### src/rtl/traffic_lights_pkg.sv
// Shared types for traffic_lights and its byte-stream command parser.
package traffic_lights_pkg;

  localparam int CMD_SIZE  = 3;
  localparam int DATA_SIZE = 16;

  typedef enum logic [CMD_SIZE-1:0] {
    CMD_RUN        = 3'd0,
    CMD_OFF        = 3'd1,
    CMD_NOTRANS    = 3'd2,
    CMD_SET_GREEN  = 3'd3,
    CMD_SET_RED    = 3'd4,
    CMD_SET_YELLOW = 3'd5
  } cmd_t;

  typedef enum logic [1:0] {
    ERR_HDR     = 2'd0,
    ERR_TYPE    = 2'd1,
    ERR_TIMEOUT = 2'd2,
    ERR_MODE    = 2'd3
  } err_t;

  typedef enum logic [1:0] {
    MODE_RUN     = 2'd0,
    MODE_OFF     = 2'd1,
    MODE_NOTRANS = 2'd2
  } mode_t;

  typedef enum logic [2:0] {
    ST_IDLE    = 3'd0,
    ST_DATA_HI = 3'd1,
    ST_DATA_LO = 3'd2,
    ST_ISSUE   = 3'd3,
    ST_GAP     = 3'd4
  } parse_state_t;

  // Types 3..5 carry a 16-bit period in two trailing bytes.
  function automatic logic is_long_cmd(input logic [CMD_SIZE-1:0] t);
    return (t == CMD_SET_GREEN) || (t == CMD_SET_RED) || (t == CMD_SET_YELLOW);
  endfunction

endpackage

### src/rtl/traffic_lights_cmd_timer.sv
// Loadable saturating down-counter; done is high while the count is zero.
module traffic_lights_cmd_timer #(
  parameter int WIDTH = 16
) (
  input  logic             clk_i,
  input  logic             srst_i,
  input  logic             load,
  input  logic [WIDTH-1:0] load_val,
  input  logic             dec,
  output logic             done
);

  logic [WIDTH-1:0] cnt_q;

  // Load has priority; decrement stops at zero so the count never wraps.
  always_ff @(posedge clk_i) begin
    if (srst_i)                        cnt_q <= '0;
    else if (load)                     cnt_q <= load_val;
    else if (dec && (cnt_q != '0))     cnt_q <= cnt_q - 1'b1;
  end

  assign done = (cnt_q == '0);

endmodule

### src/rtl/traffic_lights_cmd_parser.sv
// Byte-stream command front end for traffic_lights.
// Assembles 1- or 3-byte frames into one-cycle cmd strobes, flags bad frames
// with an error strobe, and holds off the host for MIN_GAP_CYCLES after each command.
// Build option: TRAFFIC_LIGHTS_CMD_PARITY_EN enables the header parity check.
module traffic_lights_cmd_parser
  import traffic_lights_pkg::*;
#(
  parameter logic [3:0] SYNC_NIBBLE    = 4'hA,
  parameter int         TIMEOUT_CYCLES = 1000,
  parameter int         MIN_GAP_CYCLES = 4
) (
  input  logic                 clk_i,
  input  logic                 srst_i,
  input  logic [7:0]           byte_data_i,
  input  logic                 byte_valid_i,
  output logic                 byte_ready_o,
  output logic [CMD_SIZE-1:0]  cmd_type_o,
  output logic                 cmd_valid_o,
  output logic [DATA_SIZE-1:0] cmd_data_o,
  output logic                 frame_err_o,
  output logic [1:0]           err_code_o
);

  // Timer is loaded with N-1 so that done marks the Nth cycle of the wait.
  localparam int TO_LOAD_I  = (TIMEOUT_CYCLES > 1) ? TIMEOUT_CYCLES - 1 : 0;
  localparam int GAP_LOAD_I = (MIN_GAP_CYCLES > 0) ? MIN_GAP_CYCLES - 1 : 0;
  localparam int MAX_LOAD   = (TO_LOAD_I > GAP_LOAD_I) ? TO_LOAD_I : GAP_LOAD_I;
  localparam int TMR_RAW    = $clog2(MAX_LOAD + 1);
  localparam int TMR_W      = (TMR_RAW < 1) ? 1 : ((TMR_RAW > 16) ? 16 : TMR_RAW);
  localparam logic [TMR_W-1:0] TO_LOAD  = TMR_W'(TO_LOAD_I);
  localparam logic [TMR_W-1:0] GAP_LOAD = TMR_W'(GAP_LOAD_I);

  parse_state_t         state_q, state_d;
  logic                 hs, hdr_ok;
  logic [CMD_SIZE-1:0]  hdr_type, type_q, issue_type;
  logic [7:0]           hi_q;
  logic [DATA_SIZE-1:0] issue_data;
  mode_t                mode_q;
  err_t                 err_code_q, err_code_d;
  logic                 issue_d, err_d, latch_hdr, latch_hi;
  logic                 tmr_load, tmr_dec, tmr_done;
  logic [TMR_W-1:0]     tmr_load_val;

  assign hs           = byte_valid_i & byte_ready_o;
  assign byte_ready_o = (state_q != ST_ISSUE) && (state_q != ST_GAP);
  assign hdr_type     = byte_data_i[2:0];
  assign err_code_o   = err_code_q;

`ifdef TRAFFIC_LIGHTS_CMD_PARITY_EN
  // Parity bit is the complement of the XOR of the type bits (A2 valid, AA invalid).
  assign hdr_ok = (byte_data_i[7:4] == SYNC_NIBBLE) && (byte_data_i[3] == ~^byte_data_i[2:0]);
`else
  logic unused_parity_bit;
  assign unused_parity_bit = byte_data_i[3];
  assign hdr_ok = (byte_data_i[7:4] == SYNC_NIBBLE);
`endif

  traffic_lights_cmd_timer #(.WIDTH(TMR_W)) u_timer (
    .clk_i    (clk_i),
    .srst_i   (srst_i),
    .load     (tmr_load),
    .load_val (tmr_load_val),
    .dec      (tmr_dec),
    .done     (tmr_done)
  );

  // Frame sequencing, timeout/gap timing and strobe requests for the next cycle.
  always_comb begin
    state_d      = state_q;
    tmr_load     = 1'b0;
    tmr_load_val = TO_LOAD;
    tmr_dec      = 1'b0;
    issue_d      = 1'b0;
    err_d        = 1'b0;
    err_code_d   = err_code_q;
    latch_hdr    = 1'b0;
    latch_hi     = 1'b0;
    issue_type   = type_q;
    issue_data   = {hi_q, byte_data_i};
    case (state_q)
      ST_IDLE: begin
        if (hs) begin
          if (!hdr_ok) begin
            err_d      = 1'b1;
            err_code_d = ERR_HDR;
          end else if (hdr_type > CMD_SET_YELLOW) begin
            err_d      = 1'b1;
            err_code_d = ERR_TYPE;
          end else if (is_long_cmd(hdr_type)) begin
            latch_hdr = 1'b1;
            tmr_load  = 1'b1;
            state_d   = ST_DATA_HI;
          end else begin
            issue_d    = 1'b1;
            issue_type = hdr_type;
            issue_data = '0;
            state_d    = ST_ISSUE;
          end
        end
      end
      ST_DATA_HI: begin
        if (hs) begin
          latch_hi = 1'b1;
          tmr_load = 1'b1;
          state_d  = ST_DATA_LO;
        end else if (tmr_done) begin
          err_d      = 1'b1;
          err_code_d = ERR_TIMEOUT;
          state_d    = ST_IDLE;
        end else begin
          tmr_dec = 1'b1;
        end
      end
      ST_DATA_LO: begin
        if (hs) begin
          if (mode_q != MODE_NOTRANS) begin
            err_d      = 1'b1;
            err_code_d = ERR_MODE;
            state_d    = ST_IDLE;
          end else begin
            issue_d = 1'b1;
            state_d = ST_ISSUE;
          end
        end else if (tmr_done) begin
          err_d      = 1'b1;
          err_code_d = ERR_TIMEOUT;
          state_d    = ST_IDLE;
        end else begin
          tmr_dec = 1'b1;
        end
      end
      ST_ISSUE: begin
        if (MIN_GAP_CYCLES > 0) begin
          tmr_load     = 1'b1;
          tmr_load_val = GAP_LOAD;
          state_d      = ST_GAP;
        end else begin
          state_d = ST_IDLE;
        end
      end
      ST_GAP: begin
        if (tmr_done) state_d = ST_IDLE;
        else          tmr_dec = 1'b1;
      end
      default: state_d = ST_IDLE;
    endcase
  end

  // State, frame buffers and registered outputs.
  always_ff @(posedge clk_i) begin
    if (srst_i) begin
      state_q     <= ST_IDLE;
      type_q      <= '0;
      hi_q        <= '0;
      mode_q      <= MODE_NOTRANS;
      cmd_valid_o <= 1'b0;
      cmd_type_o  <= '0;
      cmd_data_o  <= '0;
      frame_err_o <= 1'b0;
      err_code_q  <= ERR_HDR;
    end else begin
      state_q     <= state_d;
      cmd_valid_o <= issue_d;
      frame_err_o <= err_d;
      if (latch_hdr) type_q <= hdr_type;
      if (latch_hi)  hi_q   <= byte_data_i;
      if (err_d)     err_code_q <= err_code_d;
      if (issue_d) begin
        cmd_type_o <= issue_type;
        cmd_data_o <= issue_data;
        case (issue_type)
          CMD_RUN:     mode_q <= MODE_RUN;
          CMD_OFF:     mode_q <= MODE_OFF;
          CMD_NOTRANS: mode_q <= MODE_NOTRANS;
          default:     mode_q <= mode_q;
        endcase
      end
    end
  end

endmodule

### config.mk
export PLATFORM = sky130hd
export DESIGN_NAME = traffic_lights_cmd_parser
export DESIGN_NICKNAME = d
export VERILOG_FILES = /design/src/rtl/traffic_lights_pkg.sv /design/src/rtl/traffic_lights_cmd_timer.sv /design/src/rtl/traffic_lights_cmd_parser.sv
export SDC_FILE = /design/constraint.sdc
export NUM_CORES = 1
export LEC_CHECK = 0
export ABC_AREA = 1
export CAP_MARGIN = 20
export CORE_MARGIN = 2
export CORE_UTILIZATION = 50
export CTS_CLUSTER_SIZE = 40
export DETAILED_ROUTE_END_ITERATION = 6
export PLACE_DENSITY = 0.74
export SLEW_MARGIN = 0
export SYNTH_ARGS = -nofsm -noshare
export SYNTH_HDL_FRONTEND = slang
export SYNTH_HIERARCHICAL = 1
export SYNTH_SLANG_ARGS = --single-unit
### constraint.sdc
create_clock -name clk_i -period 3.3 [get_ports clk_i]
set_clock_uncertainty 0.15 [all_clocks]
set_input_delay 0.33 -clock clk_i [delete_from_list [all_inputs] [get_ports clk_i]]
set_output_delay 0.33 -clock clk_i [all_outputs]
set_load 0.005 [all_outputs]
==> results.sh <==
export IMPL_outcome="finished, final reports clean"
export IMPL_synth_top_area_share_pct=40.1
export IMPL_synth_area_per_cell_um2=7.02
export IMPL_io_buffers=34
export IMPL_number_of_rows_created_at_floorplan=25
export IMPL_kind_of_cell_adding_the_most_delay_to_the_critical_path="compound AO/OA/AOI/OAI gates"
export IMPL_stdcell_count=452
export IMPL_cts_repair_resized=0
export IMPL_crit_path_end_kind="flip-flop"
export IMPL_worst_hold_path_type="reg -> reg"
export IMPL_dieArea_mm2=0.00546
export IMPL_max_cap_violations=0
export IMPL_grt_ovfl_total=0
export IMPL_dr_first_iter_drc_count=178
export IMPL_layout_common_cells="nand2_1 (80), dfxtp_1 (49), nor2_1 (40)"
export IMPL_synth_area_top_cells="dfxtp_1 (40%), nand2_1 (12%), a21oi_1 (8.0%)"
export IMPL_grt_max_degree=27
export IMPL_drt_first_pass_iters=4
export IMPL_initial_utilization_pct=51.7
export IMPL_cpMostUsedCell="inv_1"
export IMPL_grtUsageTotal_pct=22.3
export IMPL_unrepaired_setup_endpoints_after_global_routing="false"
export IMPL_pin_count=35
export IMPL_maxClockFrequency_mhz=401
export IMPL_layout_area_overhead_vs_synth_pct=22.3
export IMPL_route_detailed_vias_per_inst=5.21
export IMPL_synth_enable_flop_cells=0
export IMPL_multi_input_comb_area_mm2=0.00129
export IMPL_dominantRegCellSynth="dfxtp_1"
export IMPL_dieHeight_um=73.9
export IMPL_ys_seq_elements=49
export IMPL_postLayoutCellArea_mm2=0.00299
export IMPL_avgRoutedWirePerCell_um=12.4
export IMPL_cts_root_buffer_cell="clkbuf_8"
export IMPL_dieWidth_um=73.9
export IMPL_antenna_found_initial=0
export IMPL_synth_sequential_area_ratio_pct=40.1
export IMPL_fin_crit_ns=2.49
export IMPL_setup_violations_final=0
export IMPL_cts_buffers_inserted=5
export IMPL_antenna_cells_inserted=0
export IMPL_routed_wirelength_um=5620
export IMPL_delay_of_the_slowest_critical_path_stage_ns=0.57
export IMPL_synth_largest_area_cell="dfxtp_1"
export IMPL_drcViolationCount=0
export IMPL_critical_path_slowest_cell="o31ai_1"
export IMPL_crit_path_buffers_inverters=3
export IMPL_cts_max_path_buffers=2
export IMPL_first_pass_grt_wire_length_um=9370
export IMPL_cts_hold_buffers=0
export IMPL_seq_area_um2=981
export IMPL_path_max_fanout=4
export IMPL_netlist_area_mm2=0.00244
export IMPL_totalNegativeSetupSlack_ns=0
export IMPL_final_layout_size_suffix_gt1_share_pct=11.2
export IMPL_post_route_period_util_pct=75.5
export IMPL_syn_inst=348
export IMPL_tritoncts_num_sinks=49
export IMPL_num_nets_final=396
export IMPL_worst_setup_path_type="reg -> reg"
export IMPL_final_core_utilization_pct=63.3
export IMPL_postSynth_asyncResetShare_pct=0
export IMPL_worst_ep_required_time_ns=3.34
export IMPL_cts_post_setup_buffers_inserted=0
export IMPL_clk_latency_ns=0.31
export IMPL_cts_tree="done"
export IMPL_number_of_global_route_vias_before_repair=2129
export IMPL_dp_hpwl_um=3960
export IMPL_worst_ir_drop_vdd_uv=355
export IMPL_n_fill_cell=436
export IMPL_synth_cell_type_count=33
export IMPL_yosys_warnings=6
export IMPL_dpl_cell_area_mm2=0.00285
export IMPL_vias=2355
export IMPL_hold_viol=0
export IMPL_power_density_mw_per_mm2=457
export IMPL_worstMarginPinSlew_ns=0.741
export IMPL_h_tree_levels=2
export IMPL_cts_reportedPaths_clkPinSlew_ns=0.09
export IMPL_post_place_cells=444
export IMPL_layout_cells_most_common="nand2_1"
export IMPL_core_area_mm2=0.00472
export IMPL_p_leak_uw=0.00120
export IMPL_slew_violations=0
export IMPL_critPathArrivalTime_ns=2.54
export IMPL_timing_critical_path_from_type="flip-flop"
export IMPL_max_slew_margin_rel_pct=50.2
export IMPL_ordered_list_of_cells_on_the_worst_path="inv_1 > ha_1 > nand2_4 > nor2_4 > nand2_2 > inv_1 > o31ai_1 > inv_1 > a21oi_1 > nand2_1 > nand2_1 > a21oi_1"
export IMPL_gp_congestion=0.892
export IMPL_drt_antenna_violating_nets=0
[cell usage after synthesis (4+ instances only)]
library cell	n
nand4_1	4
inv_1	28
nor2_4	4
nand2_4	5
nor2_1	40
nand3_1	20
a21oi_1	39
nand2_1	80
o21ai_1	6
inv_2	5
dfxtp_1	49
nand2_2	9
clkbuf_1	7
o21ai_0	27
[report_power, final]
part	switching [uW]	internal (uW)	total [uW]	leakage, uW
logic	142	85.7	228	0.000735
registers	16.2	610	626	0.000396
clock network	209	301	510	0.0000681
total	367	997	1360	0.00120
[path summary, 6_finish.rpt]
kind | from | end | slack [ns] | cells after the start
hold reg to reg | cmd_data_o[11] | cmd_data_o[11] | 0.32 | 2
setup reg to reg | u_timer/cnt_q[0] | u_timer/cnt_q[0] | 0.81 | 12
setup / recovery | u_timer/cnt_q[0] | u_timer/cnt_q[0] | 0.81 | 12
hold / removal | cmd_data_o[11] | cmd_data_o[11] | 0.32 | 2
[cell families (layout without fill, tap and decap cells)]
family / count (synthesis) / after routing / synth area share [%]
other cells: 2 / 4 / 0.307
flops: 49 / 49 / 40.1
fa+ha+maj: 1 / 1 / 0.512
simple gates: 170 / 170 / 33.5
buf+inv: 44 / 79 / 7.22
xor+xnor: 2 / 2 / 0.717
compound gates: 80 / 80 / 17.6
[state kept, by name (all words and copies together), names as in the netlist]
signal / count
err_code_o: 2
cmd_data_o: 16
u_timer/cnt_q: 10
type_q: 3
frame_err_o: 1
hi_q: 8
cmd_type_o: 3
state_q: 3
mode_q: 2
cmd_valid_o: 1
[worst register-to-register path: cells and delay by family (launching register included)]
kind	cells	cell delay, ns
buffers and inverters	3	0.29
flip-flops	1	0.38
AO/OA/AOI/OAI	3	0.85
adder cells (fa/ha/maj)	1	0.30
AND/OR/NAND/NOR	5	0.40
[stage by stage]
stage | setup slack [ns] | power (uW) | hold slack [ns]
final | 0.808 | 1360 | 0.316
after global routing | 0.603 | 1420 | 0.333
after CTS | 0.805 | 1370 | 0.320
after detailed placement | 0.701 | 865 | 0.299
after global placement | 0.733 | 863 | 0.299
after floorplan | 1.14 | 796 | 0.249
[final cells by class]
class / instances / area share [%]
Clock buffer: 5 / 2.30
Clock inverter: 3 / 2.18
Inverter: 34 / 4.44
Multi-Input combinational cell: 257 / 43.3
Sequential cell: 49 / 32.8
Tap cell: 67 / 2.81
Timing Repair Buffer: 37 / 12.1
[routing by layer]
metal | GRT usage [%] | part of all wire, % | up-vias
met2 | 36.2 | 44 | 80
met3 | 4.66 | 6.5 | 9
met4 | 8.48 | 1.6 | 0
met1 | 29.1 | 48 | 1063
li1 | - | - | 1203
met5 | 0 | 0 | -
(Power assumes the default switching activity.)
==> RTL edit 1 (same flow settings) <==
The 3 values of `mode_t` get a one-hot encoding in 3 bits.
--- a/src/rtl/traffic_lights_pkg.sv
+++ b/src/rtl/traffic_lights_pkg.sv
@@ -20,10 +20,10 @@
     ERR_MODE    = 2'd3
   } err_t;
 
-  typedef enum logic [1:0] {
-    MODE_RUN     = 2'd0,
-    MODE_OFF     = 2'd1,
-    MODE_NOTRANS = 2'd2
+  typedef enum logic [2:0] {
+    MODE_RUN     = 3'b001,
+    MODE_OFF     = 3'b010,
+    MODE_NOTRANS = 3'b100
   } mode_t;
 
   typedef enum logic [2:0] {
Behaviour: same outputs for any inputs over 10 cycles, from zero or initial values and one cycle with srst_i high; not proved beyond that.
==> RTL edit 1 against the original RTL <==
Power fell by 9.0%. Global-route usage barely moved. Setup slack gained 0.13 ns. Design area decreased by 1.8%. Routed wire length shrank 0.87%. Critical endpoint unchanged. Sequential share of layout area is 1.3 points higher. Sequential cell count rose by 1. Synthesized area decreased by 0.46%. Non-clock buffer count is the same.
==> RTL edit 1: results <==
[final_layout]
drive_above_1_share = 0.09769
multi_input_area_um2 = 1262
final_nets = 400

[routing]
routedWlPerCell_um = 12.58
drt_iter0_drc = 206
viasPerCell = 5.208
wl_um = 5571

[place]
pre_cts_ws_ns = 0.7562
routabilityCongestion = 0.8858
hpwlAfterDp_um = 4084
dp_cells = 435

[yosys]
synth_seq_area_share = 0.4115
synth-xor-area-share = 0.007202
avgSynthCellArea_um2 = 6.950
synth_cell_type_count = 34
synth_compound_gate_area_share = 0.1590

[timing]
tightest_slew_ns = 0.7670
period_minus_slack_ns = 2.362
whs_ns = 0.3157

[critical_path]
slowest_delay_ns = 0.50

[global_route]
grt_pass1_wl_um = 9473
grt_util_all_layers = 0.2229
grt_max_degree = 25

[min_path]
whs_endpoint = "type_q[0]"
holdCritStartpoint = "type_q[0]"

[status]
status = "completed"
[RTL edit 1: changes by cell type after synthesis, moves of 2 or more]
| cell | before | now |
|---|---|---|
| nand2_4 | 5 | 3 |
| nand2_2 | 9 | 7 |
| inv_2 | 5 | 2 |
| o21ai_1 | 6 | 3 |
| a211oi_1 | 2 | 0 |
| a21oi_1 | 39 | 30 |
| inv_1 | 28 | 33 |
| nor2_1 | 40 | 52 |
| nand2_1 | 80 | 83 |
[RTL edit 1: metal layers]
layer | global-route usage | up-vias | routed length [um]
li1 | - | 1196 | -
met1 | 0.3035 | 1053 | 2658
met2 | 0.3562 | 49 | 2567
met3 | 0.04115 | 9 | 257
met4 | 0.07071 | 0 | 88
met5 | 0 | - | 0
[RTL edit 1: layout make-up]
cell class | count | area share
Inverter | 37 | 0.04902
Clock inverter | 3 | 0.009804
Clock buffer | 5 | 0.02344
Sequential cell | 50 | 0.3410
Timing Repair Buffer | 37 | 0.1236
Multi-Input combinational cell | 257 | 0.4301
Tap cell | 54 | 0.02302
[RTL edit 1: kinds of logic (layout without fill, tap and decap cells)]
kind of cell,after synthesis,after routing
AND/OR/NAND/NOR,181,181
other,2,4
AO/OA/AOI/OAI,69,69
adder cells (fa/ha/maj),1,1
XOR/XNOR,2,2
flip-flops,50,50
buffers and inverters,45,82
[RTL edit 1: worst reg2reg max path, cell delays in order, from the launching register on]
cell     delay, ns
dfxtp_1       0.39
inv_1         0.09
ha_1          0.29
nand2_4       0.12
nor2_4        0.05
nand2_2       0.09
inv_1         0.07
o21ai_0       0.50
inv_1         0.12
a21oi_1       0.20
nand2_1       0.07
nand2_1       0.06
a21oi_1       0.05
[RTL edit 1: power breakdown]
group / switching [mW] / internal [mW]
Sequential: 0.0170 / 0.623
Combinational: 0.137 / 0.0867
Clock: 0.220 / 0.157
==> RTL edit 2 (same flow settings) <==
Without the edit above. Set the parameter `TIMEOUT_CYCLES` to 2000 (it was 1000).
--- a/src/rtl/traffic_lights_cmd_parser.sv
+++ b/src/rtl/traffic_lights_cmd_parser.sv
@@ -6,7 +6,7 @@
   import traffic_lights_pkg::*;
 #(
   parameter logic [3:0] SYNC_NIBBLE    = 4'hA,
-  parameter int         TIMEOUT_CYCLES = 1000,
+  parameter int         TIMEOUT_CYCLES = 2000,
   parameter int         MIN_GAP_CYCLES = 4
 ) (
   input  logic                 clk_i,
Function: same outputs for any inputs over 10 cycles, from zero or initial values and one cycle with srst_i high; that may be too few to reach the edited logic, so the function may still have changed.
==> RTL edit 2 against the original RTL <==
Critical path depth increased by 1. Setup slack better by 0.12 ns. Design area grew 0.71%. Routed wire length increased by 0.14%. Sequential cell count increased by 1. Core utilization barely moved. Synthesized area up 2.0%. Power fell by 3.9%.
==> RTL edit 2: results <==
[status]
status = "completed"

[yosys]
synth_seq_area_share = 0.4016
ys_warn_count = 6
avgSynthCellArea_um2 = 7.288
synth_cell_type_count = 33
ys_top_cells_by_count = "nand2_1 (69), dfxtp_1 (50), nor2_1 (39), a21oi_1 (38), o21ai_0 (26)"
ys_top_cells_by_area = "dfxtp_1 (40%), nand2_1 (10%), a21oi_1 (7.6%)"

[place]
hpwlAfterDp_um = 4055
pre_cts_ws_ns = 0.6944
placed_area_um2 = 2900
dp_cells = 438
routabilityCongestion = 0.8812

[power_and_ir_drop]
p_switching_uw = 371.1
irDropWorstVdd_mv = 0.2830
power_leakage_nw = 1.222

[final_layout]
final_nets = 390
synthToLayoutAreaGrowth_pct = 20.73
reg.largest.list = "cmd_data_o: 16 flops, u_timer/cnt_q: 11 flops, hi_q: 8 flops"
fin_cells = 446
drive_above_1_share = 0.1478
fill_cells = 441

[timing]
slew_headroom = 0.5042

[routing]
drt_iter0_drc = 85
routedWlPerCell_um = 12.62
dr.pass1.iters = 4
viasPerCell = 5.161

[global_route]
grt_pass1_wl_um = 9363
antenna_found_initial = 0
grt_util_all_layers = 0.2167
grt_max_degree = 26
first_global_vias = 2135

[critical_path]
worstPathMaxFanout = 9
slowest_delay_ns = 0.34
rr_worst_depth = 13
critPathSlowestCell = "dfxtp_1"
-- RTL edit 2: cell type report --
class / instances / area share
Clock buffer: 5 / 0.02287
Clock inverter: 3 / 0.01331
Inverter: 29 / 0.03617
Multi-Input combinational cell: 255 / 0.4466
Sequential cell: 50 / 0.3326
Tap cell: 67 / 0.02786
Timing Repair Buffer: 37 / 0.1206
-- RTL edit 2: worst max-delay path: cells and delay by family (launching register included) --
kind | cells | cell delay [ns]
AO/OA/AOI/OAI | 3 | 0.34
flip-flops | 1 | 0.34
AND/OR/NAND/NOR | 7 | 0.95
buffers and inverters | 2 | 0.23
adder cells (fa/ha/maj) | 1 | 0.25
-- RTL edit 2: power by group through the flow --
stage / registers (mW) / logic (mW) / clock network, mW
floorplan: 0.651 / 0.173 / 0
global placement: 0.653 / 0.238 / 0
detailed placement: 0.653 / 0.238 / 0
CTS: 0.639 / 0.240 / 0.437
global route: 0.642 / 0.272 / 0.461
finish: 0.639 / 0.241 / 0.430
-- RTL edit 2: path summary, 6_finish.rpt --
check	startpoint	end	slack, ns
worst max-delay path	u_timer/cnt_q[0]	u_timer/cnt_q[4]	0.93
worst min-delay path	cmd_data_o[11]	cmd_data_o[11]	0.32
worst max register to register	u_timer/cnt_q[0]	u_timer/cnt_q[4]	0.93
worst min register to register	cmd_data_o[11]	cmd_data_o[11]	0.32
-- RTL edit 2: cell families (layout without fill, tap and decap cells) --
| group | Yosys count | count (layout) | synth area share |
|---|---|---|---|
| other cells | 2 | 4 | 0.003013 |
| mux | 1 | 1 | 0.004016 |
| fa+ha+maj | 1 | 1 | 0.005019 |
| xor+xnor | 6 | 6 | 0.02108 |
| compound gates | 79 | 79 | 0.1732 |
| buf+inv | 39 | 74 | 0.06225 |
| simple gates | 164 | 164 | 0.3298 |
| flops | 50 | 50 | 0.4016 |
-- RTL edit 2: metal layers --
metal,track usage,vias up,routed length [um]
met5,0,-,0
met4,0.06151,0,57
met3,0.05827,6,294
met2,0.3510,53,2489
met1,0.2851,1056,2787
li1,-,1187,-
